--- src/rtl/vfp_config_sequencer_pkg.sv ---
// rtl/vfp_config_sequencer_pkg.sv - shared types and constants for the config sequencer
// RD/RD_RESP states exist only when VFP_CFG_READBACK_EN is defined.
package vfp_config_sequencer_pkg;

  localparam int CFG_ADDR_W    = 8;
  localparam int CFG_DATA_W    = 32;
  localparam int CFG_TIMEOUT_W = 8;
  localparam logic [1:0] AXI_RESP_OKAY = 2'b00;

  typedef struct packed {
    logic [CFG_ADDR_W-1:0] addr;
    logic [CFG_DATA_W-1:0] data;
  } cfg_entry_t;

  typedef enum logic [2:0] {
    ST_IDLE,
    ST_WAIT_EOF,
    ST_WR,
    ST_WR_RESP,
`ifdef VFP_CFG_READBACK_EN
    ST_RD,
    ST_RD_RESP,
`endif
    ST_FIN
  } vfp_cfg_state_e;

endpackage

--- src/rtl/vfp_config_sequencer_if.sv ---
// rtl/vfp_config_sequencer_if.sv - AXI4-Lite bundle toward the vfpconfig slave port
interface vfp_config_sequencer_if #(
  parameter int ADDR_WIDTH = 8,
  parameter int DATA_WIDTH = 32
);
  logic [ADDR_WIDTH-1:0]   awaddr;
  logic [2:0]              awprot;
  logic                    awvalid;
  logic                    awready;
  logic [DATA_WIDTH-1:0]   wdata;
  logic [DATA_WIDTH/8-1:0] wstrb;
  logic                    wvalid;
  logic                    wready;
  logic [1:0]              bresp;
  logic                    bvalid;
  logic                    bready;
  logic [ADDR_WIDTH-1:0]   araddr;
  logic [2:0]              arprot;
  logic                    arvalid;
  logic                    arready;
  logic [DATA_WIDTH-1:0]   rdata;
  logic [1:0]              rresp;
  logic                    rvalid;
  logic                    rready;

  modport master (
    output awaddr, awprot, awvalid, wdata, wstrb, wvalid, bready,
           araddr, arprot, arvalid, rready,
    input  awready, wready, bresp, bvalid, arready, rdata, rresp, rvalid
  );

  modport slave (
    input  awaddr, awprot, awvalid, wdata, wstrb, wvalid, bready,
           araddr, arprot, arvalid, rready,
    output awready, wready, bresp, bvalid, arready, rdata, rresp, rvalid
  );
endinterface

--- src/rtl/vfp_config_table.sv ---
// rtl/vfp_config_table.sv - (address, data) register file, sync write / async read
// Contents survive reset on purpose: a table loaded once can be replayed after any reset.
module vfp_config_table
  import vfp_config_sequencer_pkg::*;
#(
  parameter int NUM_REGS = 16
) (
  input  logic                        clk,
  input  logic                        we,
  input  logic [$clog2(NUM_REGS)-1:0] wr_idx,
  input  cfg_entry_t                  wr_entry,
  input  logic [$clog2(NUM_REGS)-1:0] rd_idx,
  output cfg_entry_t                  rd_entry
);

  cfg_entry_t mem_q [NUM_REGS];

  always_ff @(posedge clk) begin
    if (we) begin
      mem_q[wr_idx] <= wr_entry;
    end
  end

  assign rd_entry = mem_q[rd_idx];

endmodule

--- src/rtl/vfp_config_sequencer.sv ---
// rtl/vfp_config_sequencer.sv - replays a register-write table onto the vfpconfig AXI-Lite port
// Optional readback verification is enabled by defining VFP_CFG_READBACK_EN.
module vfp_config_sequencer
  import vfp_config_sequencer_pkg::*;
#(
  parameter int ADDR_WIDTH = 8,
  parameter int DATA_WIDTH = 32,
  parameter int NUM_REGS   = 16,
  parameter int TIMEOUT    = 255
) (
  input  logic                        clk,
  input  logic                        reset,
  input  logic                        tbl_we,
  input  logic [$clog2(NUM_REGS)-1:0] tbl_idx,
  input  logic [ADDR_WIDTH-1:0]       tbl_addr,
  input  logic [DATA_WIDTH-1:0]       tbl_data,
  input  logic [$clog2(NUM_REGS):0]   seq_len,
  input  logic                        start,
  input  logic                        frame_sync,
  input  logic                        eof,
  output logic                        busy,
  output logic                        done,
  output logic                        error,
  output logic [$clog2(NUM_REGS)-1:0] err_idx,
  vfp_config_sequencer_if.master      axi
);

  localparam int IDX_W = $clog2(NUM_REGS);

  vfp_cfg_state_e           state_q, state_d, adv_state;
  logic [IDX_W-1:0]         idx_q, idx_d, err_idx_q, err_idx_d;
  logic [IDX_W:0]           len_q, len_d, idx_inc;
  logic                     err_q, err_d;
  logic                     aw_done_q, aw_done_d, w_done_q, w_done_d;
  logic [CFG_TIMEOUT_W-1:0] cnt_q, cnt_d;
  logic                     awvalid_w, wvalid_w, aw_hs, w_hs, timed_out, tbl_wr_en;
  cfg_entry_t               entry, wr_entry;

  assign tbl_wr_en     = tbl_we & ~busy;
  assign wr_entry.addr = CFG_ADDR_W'(tbl_addr);
  assign wr_entry.data = CFG_DATA_W'(tbl_data);

  vfp_config_table #(.NUM_REGS(NUM_REGS)) u_table (
    .clk      (clk),
    .we       (tbl_wr_en),
    .wr_idx   (tbl_idx),
    .wr_entry (wr_entry),
    .rd_idx   (idx_q),
    .rd_entry (entry)
  );

  assign awvalid_w = (state_q == ST_WR) & ~aw_done_q;
  assign wvalid_w  = (state_q == ST_WR) & ~w_done_q;
  assign aw_hs     = awvalid_w & axi.awready;
  assign w_hs      = wvalid_w & axi.wready;
  assign timed_out = (cnt_q == CFG_TIMEOUT_W'(TIMEOUT));
  assign idx_inc   = {1'b0, idx_q} + 1'b1;
  assign adv_state = (idx_inc < len_q) ? ST_WR : ST_FIN;

  always_comb begin
    state_d   = state_q;
    idx_d     = idx_q;
    len_d     = len_q;
    err_d     = err_q;
    err_idx_d = err_idx_q;
    aw_done_d = aw_done_q;
    w_done_d  = w_done_q;
    case (state_q)
      ST_IDLE: begin
        if (start) begin
          err_d = 1'b0;
          idx_d = '0;
          len_d = seq_len;
          if (seq_len == '0)   state_d = ST_FIN;
          else if (frame_sync) state_d = ST_WAIT_EOF;
          else                 state_d = ST_WR;
        end
      end
      ST_WAIT_EOF: begin
        if (eof) state_d = ST_WR;
      end
      ST_WR: begin
        // Each channel may complete in any cycle; both done (possibly together) ends the beat.
        if ((aw_done_q | aw_hs) & (w_done_q | w_hs)) begin
          state_d   = ST_WR_RESP;
          aw_done_d = 1'b0;
          w_done_d  = 1'b0;
        end else if (timed_out) begin
          err_d     = 1'b1;
          err_idx_d = idx_q;
          state_d   = ST_FIN;
          aw_done_d = 1'b0;
          w_done_d  = 1'b0;
        end else begin
          aw_done_d = aw_done_q | aw_hs;
          w_done_d  = w_done_q | w_hs;
        end
      end
      ST_WR_RESP: begin
        if (axi.bvalid) begin
          if (axi.bresp != AXI_RESP_OKAY) begin
            err_d     = 1'b1;
            err_idx_d = idx_q;
            state_d   = ST_FIN;
          end else begin
`ifdef VFP_CFG_READBACK_EN
            state_d = ST_RD;
`else
            idx_d   = idx_q + 1'b1;
            state_d = adv_state;
`endif
          end
        end else if (timed_out) begin
          err_d     = 1'b1;
          err_idx_d = idx_q;
          state_d   = ST_FIN;
        end
      end
`ifdef VFP_CFG_READBACK_EN
      ST_RD: begin
        if (axi.arready) begin
          state_d = ST_RD_RESP;
        end else if (timed_out) begin
          err_d     = 1'b1;
          err_idx_d = idx_q;
          state_d   = ST_FIN;
        end
      end
      ST_RD_RESP: begin
        if (axi.rvalid) begin
          if ((axi.rresp != AXI_RESP_OKAY) || (axi.rdata != DATA_WIDTH'(entry.data))) begin
            err_d     = 1'b1;
            err_idx_d = idx_q;
            state_d   = ST_FIN;
          end else begin
            idx_d   = idx_q + 1'b1;
            state_d = adv_state;
          end
        end else if (timed_out) begin
          err_d     = 1'b1;
          err_idx_d = idx_q;
          state_d   = ST_FIN;
        end
      end
`endif
      ST_FIN:  state_d = ST_IDLE;
      default: state_d = ST_IDLE;
    endcase
  end

  // Reloads to 1 on every state entry so the count equals cycles spent in the current state.
  always_comb begin
    cnt_d = cnt_q;
    if (state_d != state_q)  cnt_d = CFG_TIMEOUT_W'(1);
    else if (cnt_q != '1)    cnt_d = cnt_q + 1'b1;
  end

  always_ff @(posedge clk) begin
    if (reset) begin
      state_q   <= ST_IDLE;
      idx_q     <= '0;
      len_q     <= '0;
      err_q     <= 1'b0;
      err_idx_q <= '0;
      aw_done_q <= 1'b0;
      w_done_q  <= 1'b0;
      cnt_q     <= '0;
    end else begin
      state_q   <= state_d;
      idx_q     <= idx_d;
      len_q     <= len_d;
      err_q     <= err_d;
      err_idx_q <= err_idx_d;
      aw_done_q <= aw_done_d;
      w_done_q  <= w_done_d;
      cnt_q     <= cnt_d;
    end
  end

  assign busy    = (state_q != ST_IDLE) && (state_q != ST_FIN);
  assign done    = (state_q == ST_FIN);
  assign error   = err_q;
  assign err_idx = err_idx_q;

  assign axi.awvalid = awvalid_w;
  assign axi.awaddr  = awvalid_w ? ADDR_WIDTH'(entry.addr) : '0;
  assign axi.awprot  = 3'b000;
  assign axi.wvalid  = wvalid_w;
  assign axi.wdata   = wvalid_w ? DATA_WIDTH'(entry.data) : '0;
  assign axi.wstrb   = '1;
  assign axi.bready  = (state_q == ST_WR_RESP);
  assign axi.arprot  = 3'b000;

`ifdef VFP_CFG_READBACK_EN
  assign axi.arvalid = (state_q == ST_RD);
  assign axi.araddr  = (state_q == ST_RD) ? ADDR_WIDTH'(entry.addr) : '0;
  assign axi.rready  = (state_q == ST_RD_RESP);
`else
  logic unused_rd_w;
  assign unused_rd_w = ^{axi.arready, axi.rdata, axi.rresp, axi.rvalid};
  assign axi.arvalid = 1'b0;
  assign axi.araddr  = '0;
  assign axi.rready  = 1'b0;
`endif

endmodule

--- src/flat_wrapper.sv ---
// flat-port wrapper written by rule: the top's interface ports become plain ports
module vfp_config_sequencer_flat import vfp_config_sequencer_pkg::*;
#(
  parameter int ADDR_WIDTH = 8,
  parameter int DATA_WIDTH = 32,
  parameter int NUM_REGS   = 16,
  parameter int TIMEOUT    = 255
)
  (clk, reset, tbl_we, tbl_idx, tbl_addr, tbl_data, seq_len, start, frame_sync, eof, busy, done, error, err_idx, axi_awaddr, axi_awprot, axi_awvalid, axi_wdata, axi_wstrb, axi_wvalid, axi_bready, axi_araddr, axi_arprot, axi_arvalid, axi_rready, axi_awready, axi_wready, axi_bresp, axi_bvalid, axi_arready, axi_rdata, axi_rresp, axi_rvalid);
  vfp_config_sequencer_if #(.ADDR_WIDTH(ADDR_WIDTH), .DATA_WIDTH(DATA_WIDTH)) axi_i ();
  input  logic clk;
  input  logic reset;
  input  logic tbl_we;
  input  logic [$clog2(NUM_REGS)-1:0] tbl_idx;
  input  logic [ADDR_WIDTH-1:0] tbl_addr;
  input  logic [DATA_WIDTH-1:0] tbl_data;
  input  logic [$clog2(NUM_REGS):0] seq_len;
  input  logic start;
  input  logic frame_sync;
  input  logic eof;
  output logic busy;
  output logic done;
  output logic error;
  output logic [$clog2(NUM_REGS)-1:0] err_idx;
  output wire logic [$bits(axi_i.awaddr)-1:0] axi_awaddr;
  output wire logic [$bits(axi_i.awprot)-1:0] axi_awprot;
  output wire logic [$bits(axi_i.awvalid)-1:0] axi_awvalid;
  output wire logic [$bits(axi_i.wdata)-1:0] axi_wdata;
  output wire logic [$bits(axi_i.wstrb)-1:0] axi_wstrb;
  output wire logic [$bits(axi_i.wvalid)-1:0] axi_wvalid;
  output wire logic [$bits(axi_i.bready)-1:0] axi_bready;
  output wire logic [$bits(axi_i.araddr)-1:0] axi_araddr;
  output wire logic [$bits(axi_i.arprot)-1:0] axi_arprot;
  output wire logic [$bits(axi_i.arvalid)-1:0] axi_arvalid;
  output wire logic [$bits(axi_i.rready)-1:0] axi_rready;
  input wire logic [$bits(axi_i.awready)-1:0] axi_awready;
  input wire logic [$bits(axi_i.wready)-1:0] axi_wready;
  input wire logic [$bits(axi_i.bresp)-1:0] axi_bresp;
  input wire logic [$bits(axi_i.bvalid)-1:0] axi_bvalid;
  input wire logic [$bits(axi_i.arready)-1:0] axi_arready;
  input wire logic [$bits(axi_i.rdata)-1:0] axi_rdata;
  input wire logic [$bits(axi_i.rresp)-1:0] axi_rresp;
  input wire logic [$bits(axi_i.rvalid)-1:0] axi_rvalid;
  assign axi_awaddr = axi_i.awaddr;
  assign axi_awprot = axi_i.awprot;
  assign axi_awvalid = axi_i.awvalid;
  assign axi_wdata = axi_i.wdata;
  assign axi_wstrb = axi_i.wstrb;
  assign axi_wvalid = axi_i.wvalid;
  assign axi_bready = axi_i.bready;
  assign axi_araddr = axi_i.araddr;
  assign axi_arprot = axi_i.arprot;
  assign axi_arvalid = axi_i.arvalid;
  assign axi_rready = axi_i.rready;
  assign axi_i.awready = axi_awready;
  assign axi_i.wready = axi_wready;
  assign axi_i.bresp = axi_bresp;
  assign axi_i.bvalid = axi_bvalid;
  assign axi_i.arready = axi_arready;
  assign axi_i.rdata = axi_rdata;
  assign axi_i.rresp = axi_rresp;
  assign axi_i.rvalid = axi_rvalid;
  vfp_config_sequencer #(.ADDR_WIDTH(ADDR_WIDTH), .DATA_WIDTH(DATA_WIDTH), .NUM_REGS(NUM_REGS), .TIMEOUT(TIMEOUT)) u_core (.clk(clk), .reset(reset), .tbl_we(tbl_we), .tbl_idx(tbl_idx), .tbl_addr(tbl_addr), .tbl_data(tbl_data), .seq_len(seq_len), .start(start), .frame_sync(frame_sync), .eof(eof), .busy(busy), .done(done), .error(error), .err_idx(err_idx), .axi(axi_i));
endmodule
--- config.mk ---
export PLATFORM = sky130hd
export DESIGN_NAME = vfp_config_sequencer_flat
export DESIGN_NICKNAME = d
export VERILOG_FILES = /design/src/rtl/vfp_config_sequencer_pkg.sv /design/src/rtl/vfp_config_sequencer_if.sv /design/src/rtl/vfp_config_table.sv /design/src/rtl/vfp_config_sequencer.sv /design/src/flat_wrapper.sv
export SDC_FILE = /design/constraint.sdc
export NUM_CORES = 1
export LEC_CHECK = 0
export CAP_MARGIN = 20
export CORE_MARGIN = 4
export CORE_UTILIZATION = 59
export CTS_CLUSTER_DIAMETER = 60
export DETAILED_ROUTE_END_ITERATION = 10
export PLACE_DENSITY = 0.89
export SYNTH_ARGS = -nofsm -noshare
export SYNTH_HDL_FRONTEND = slang
export SYNTH_SLANG_ARGS = --single-unit
--- constraint.sdc ---
create_clock -name clk -period 5.3 [get_ports clk]
set_input_delay 1.06 -clock clk [delete_from_list [all_inputs] [get_ports clk]]
set_output_delay 1.06 -clock clk [all_outputs]
set_load 0.03 [all_outputs]
; After elaboration in Yosys (flattened, before gate mapping)
; Memory sizes are Yosys's and may differ from the RTL's. A register that Yosys moved wholly into a read port is not among the register bits.
; Index checks and enable logic that the tools add are counted.
[classes]
eq_ne = 13
n_reduce_logical = 14
bitwise = 11
addsub = 3
mux = 37
magnitude_cmp = 1
[op_table]
columns = operator, count
row1 = $mux 4, 9
row2 = $mux 32, 1
row3 = $mux 3, 8
row4 = $pmux 4 s2, 2
row5 = $mux 1, 13
row6 = $pmux 3 s4, 1
row7 = $add 8x1->8 const B, 1
row8 = $eq 8x8->1 const B, 1
row9 = $mux 8, 1
row10 = $ne 8x8->1 const B, 1
row11 = $reduce_and 4->1, 2
row12 = $reduce_bool 2->1, 4
row13 = $and 1x1->1, 6
row14 = $eq 3x2->1 const B, 2
row15 = $ne 2x2->1 const B, 3
row16 = $reduce_bool 3->1, 2
row17 = $add 4x1->5 const B, 1
row18 = $logic_not 5->1, 1
row19 = $lt 5x5->1, 1
row20 = $add 4x1->4 const B, 1
row21 = $eq 3x1->1 const B, 1
row22 = $eq 3x3->1 const B, 1
row23 = $logic_not 3->1, 1
row24 = $ne 3x2->1 const B, 1
row25 = 11 further kinds, 14
[totals]
word_cells = 89
memories = 1
regBits = 27
ramBits = 640
inputBits = 96
output_inout_bits = 70
[mem_list]
columns = name, words, width, read_ports, rd_ports_with_merged_regs, wr, line_no
row1 = u_core.u_table.mem_q, 16, 40, 1, 1, 1, vfp_config_table.sv:16  ; cfg_entry_t mem_q [NUM_REGS];

; Logic depth before layout (Yosys ltp)
; Gate-level depths: netlist of the first run.
[logic_depth]
depth_word = 9
ltp_mapped = 10
ltp_nobuf = 9

; Hierarchy
; From an unflattened synthesis of the first run, not the netlist that was laid out.
[hier_totals]
cells_unflattened = 1240
hier_area_um2 = 26231.4
[modules_own_cells]
columns = mod, area_per_inst_um2, seq_area_each_um2, instances, cells_per_inst
row1 = vfp_config_table, 24330.8, 19218.4, 1, 1000
row2 = vfp_config_sequencer, 1900.6, 540.5, 1, 240

; Worst setup path before layout of the first run
; No wires, ideal clock.
[synth_timing]
path_kind = input -> register
startpoint = in tbl_we
endpoint = mem u_core.u_table.mem_q[0][0] (netlist bit), enable pin
path_buffers = 0
setup_slack_ps = 577
path_stages = 3
required_time_ps = 4813
setup_time_ps = 487
arrival_time_ps = 4235
cell_sequence = nand2_1 > or3_1 > nor3_1
[synth_via]
elab_chain_cells = 3
[synth_rtl]
columns = item, line_no
row1 = start: declaration, flat_wrapper.sv:13  ; input logic tbl_we;
row2 = $and 1x1->1, vfp_config_sequencer.sv:39  ; assign tbl_wr_en = tbl_we & ~busy;
row3 = $mux 1, vfp_config_table.sv:19  ; if (we) begin
row4 = $mux 1 (implied by the code), vfp_config_table.sv:20  ; mem_q[wr_idx] <= wr_entry;
row5 = end: declaration, vfp_config_table.sv:16
; Every way passes these cells.

==> results.cfg, run 1 <==
[outcome]
status = finished clean

[clocking]
cts_resized = 0
cts_tree = done
cts_buffers = 67
post_cts_buffers = 0
cts-root-buf = clkbuf_16
cts_hold_buf = 0
ctsLongestPathBuffers = 3
clkLatencyLatePin_ps = 600
clk_pin_slew_ps = 60
htreeDepth = 3
cts_sinks = 671

[global_route]
top_usage_layer = met2
grt_max_degree = 51
grtUsageMet1_pct = 39.3
first_global_vias = 13800
grt_overflow_total = 0
grt.total_usage_pct = 28.0
antenna_found_initial = 3
met3_usage_pct = 5.37
met2_usage_pct = 45.6
grt_pass1_wl_um = 95600

[yosys]
async_flop_share_pct = 0
synth-edff-count = 640
ys_warn_count = 0
postSynthCellCount = 1165
yosysSeqAreaShare_pct = 76.0
ys.flop_type = edfxtp_1
synth_cell_type_count = 60
avgSynthCellArea_um2 = 22.4
yosysTopAreaCell = edfxtp_1
synth_top_area_share_pct = 73.6
ys_seq_elements = 671
synth.area.top_cells = edfxtp_1 74%, mux4_2 17%, dfxtp_1 2.4%, and2_1 1.0%, buf_4 0.63%
syn_area_mm2 = 0.0261

[timing]
hold_viol_final = 0
setup_ws_ps = 444
fmax_ghz = 0.206
fin_skew_ps = 21.2
slew_headroom_pct = 33.2
worst_slew_pin_slew_ps = 1000
tns_ps = 0
post-route-min-period_ps = 4860
rsz0062_at_grt = false
fin_crit_sh_pct = 91.6
setup_violations = 0
slew_viol_final = 0

[run]
maxCapViolations = 0

[setup_path]
reg2reg_depth = 9
reg2reg_from = u_core.idx_q[0]
worstSetupStartpointType = register
end_kind = output pin
r2r-end = u_core.cnt_q[2]
crit_type = reg2out
critPathMaxFanout = 31
r2r_slack_ps = 2060
cp.arrival_ps = 3800
required_ps = 4240

[placed_design]
placed_cell_area_mm2 = 0.0281
dpl.hpwl_um = 32400
place_ws_ps = 1040
gp_congestion = 0.839
numPortBuffers = 109

[power_and_ir_drop]
combPwrFrac_pct = 5.0
power_density_mw_per_mm2 = 368
switching_share_pct = 22.0
p_int_uw = 8700
leakage_uw = 0.00934
max-vdd-ir-drop_v = 0.000219
p_sw_uw = 2450
p_seq_share_pct = 53.1
p_clk_share_pct = 41.9
finalPower_uw = 11100

[routing]
dr.pass1.iters = 5
vias = 13500
post-route-drc-count = 0
ant_nets = 0
wl_per_cell_um = 33.7
wirelength_um = 66200
initialDrtViolationCount = 2451
viasPerCell = 6.87

[cells_and_area]
nFillCells = 2410
layout_commonest_cell = edfxtp_1
stdcell_area_mm2 = 0.0303
fin_nets = 1425
final_cell_mix = 640 x edfxtp_1, 200 x mux4_2, 109 x clkdlybuf4s50_1, 68 x clkbuf_16, 42 x and2_1
drive_gt1_share_pct = 27.1
areaGrowthSynthToFinish_pct = 15.9

[die]
ios = 166
die-area_mm2 = 0.0477
initial_core_util_pct = 60.1
die_h_um = 218
core_area_mm2 = 0.0435
rows = 76
die_w_um = 218

[hold_path]
hold_depth = 2
hold_path.class = reg2reg
min_from = u_core.len_q[3]
holdPathEnd = u_core.len_q[3]
==> worst max path at each step <==
stage                     slack (ps)                    endpoint  cells past startpoint     start
after floorplan                  580  u_core.u_table.mem_q[0][0]                      3    tbl_we
after global placement          1090               axi_wdata[13]                      5  register
after detailed placement        1040               axi_wdata[16]                      5  register
after CTS                        340               axi_wdata[17]                      5  register
after global routing             260               axi_wdata[17]                      5  register
final                            440               axi_wdata[17]                      5  register
==> critical path, cell delays in order (launching register included) <==
cell and delay [ps]:
dfxtp_4 790, buf_4 510, mux4_2 590, mux4_2 500
and2_1 190, clkdlybuf4s50_1 610
==> state kept, by name, summed over array words and instances, names as in the netlist, named ones only <==
name,cells
u_core.u_table.mem_q,640
u_core.cnt_q,8
u_core.len_q,5
u_core.err_idx,4
u_core.idx_q,4
u_core.state_q,3
u_core.aw_done_q,1
u_core.error,1
u_core.w_done_q,1
==> cell usage after synthesis, drive strengths merged, types with 2 or more instances <==
cell type	n
a2111oi	2
a21boi	2
a21oi	12
a22oi	2
and2	42
and3	4
buf	43
clkbuf	33
conb	2
dfxtp	31
edfxtp	640
ha	6
inv	10
mux2i	5
mux4	200
nand2	23
nand2b	3
nand3	8
nand4	3
nor2	42
nor3	9
nor3b	2
o211a	4
o211ai	2
o21ai	4
o22ai	2
o31a	2
o31ai	3
o32ai	2
or2	2
or3	2
or4	3
xnor2	2
xor2	2
==> logic make-up after synthesis <==
| group | share of synthesized area [%] |
|---|---|
| compound gates | 1.28 |
| xor+xnor | 0.134 |
| fa+ha+maj | 0.288 |
| buf+inv | 1.71 |
| flops | 76.0 |
| mux | 17.4 |
| other cells | 0.0288 |
| simple gates | 3.13 |
==> power groups by stage <==
stage	Combinational, uW	Sequential [uW]	Clock (uW)
after floorplan	284	6020	0
after global placement	512	6020	0
after detailed placement	532	6030	0
after CTS	543	5920	4680
after global routing	582	5920	4950
final	553	5920	4670
==> per-layer routing <==
metal,vias to the layer above,share of wire (%)
li1,5177,-
met1,7031,36
met2,1102,51
met3,165,10
met4,2,3.0
met5,-,0.026
==> through the flow <==
step / hold slack, ps / std cells / utilization, %
after floorplan: 432 / 1183 / -
after global placement: 450 / 1837 / 64.7
after detailed placement: 452 / 1837 / 64.7
after CTS: 461 / 1958 / 69.5
after global routing: 488 / 1962 / 69.6
final: 463 / 1962 / 69.6
==> area by class of cell <==
class / instances / area (um2) / share of cell area (%)
repair buffers: 147 / 1500 / 4.97
inverters: 10 / 42.5 / 0.141
flip-flops and latches: 671 / 19900 / 65.6
clock buffers: 80 / 1750 / 5.77
multi-input cells: 426 / 6010 / 19.9
well taps: 585 / 732 / 2.42
clock inverters: 41 / 363 / 1.20
diodes: 2 / 5.00 / 0.0165
(Power assumes the default switching activity.)
==> run 2, diff against run 1 <==
ABC_CLOCK_PERIOD_IN_PS = 5300   (was unset)
GPL_TIMING_DRIVEN = 1   (was unset)
SKIP_LAST_GASP = 1   (was unset)
==> results of run 2 <==
Final layout, timing and power as in run 1 (identical DEF).
==> run 3, diff against run 2 <==
GPL_ROUTABILITY_DRIVEN = 1   (was unset)
==> results of run 3 <==
Final layout, timing and power as in run 1 (identical DEF).
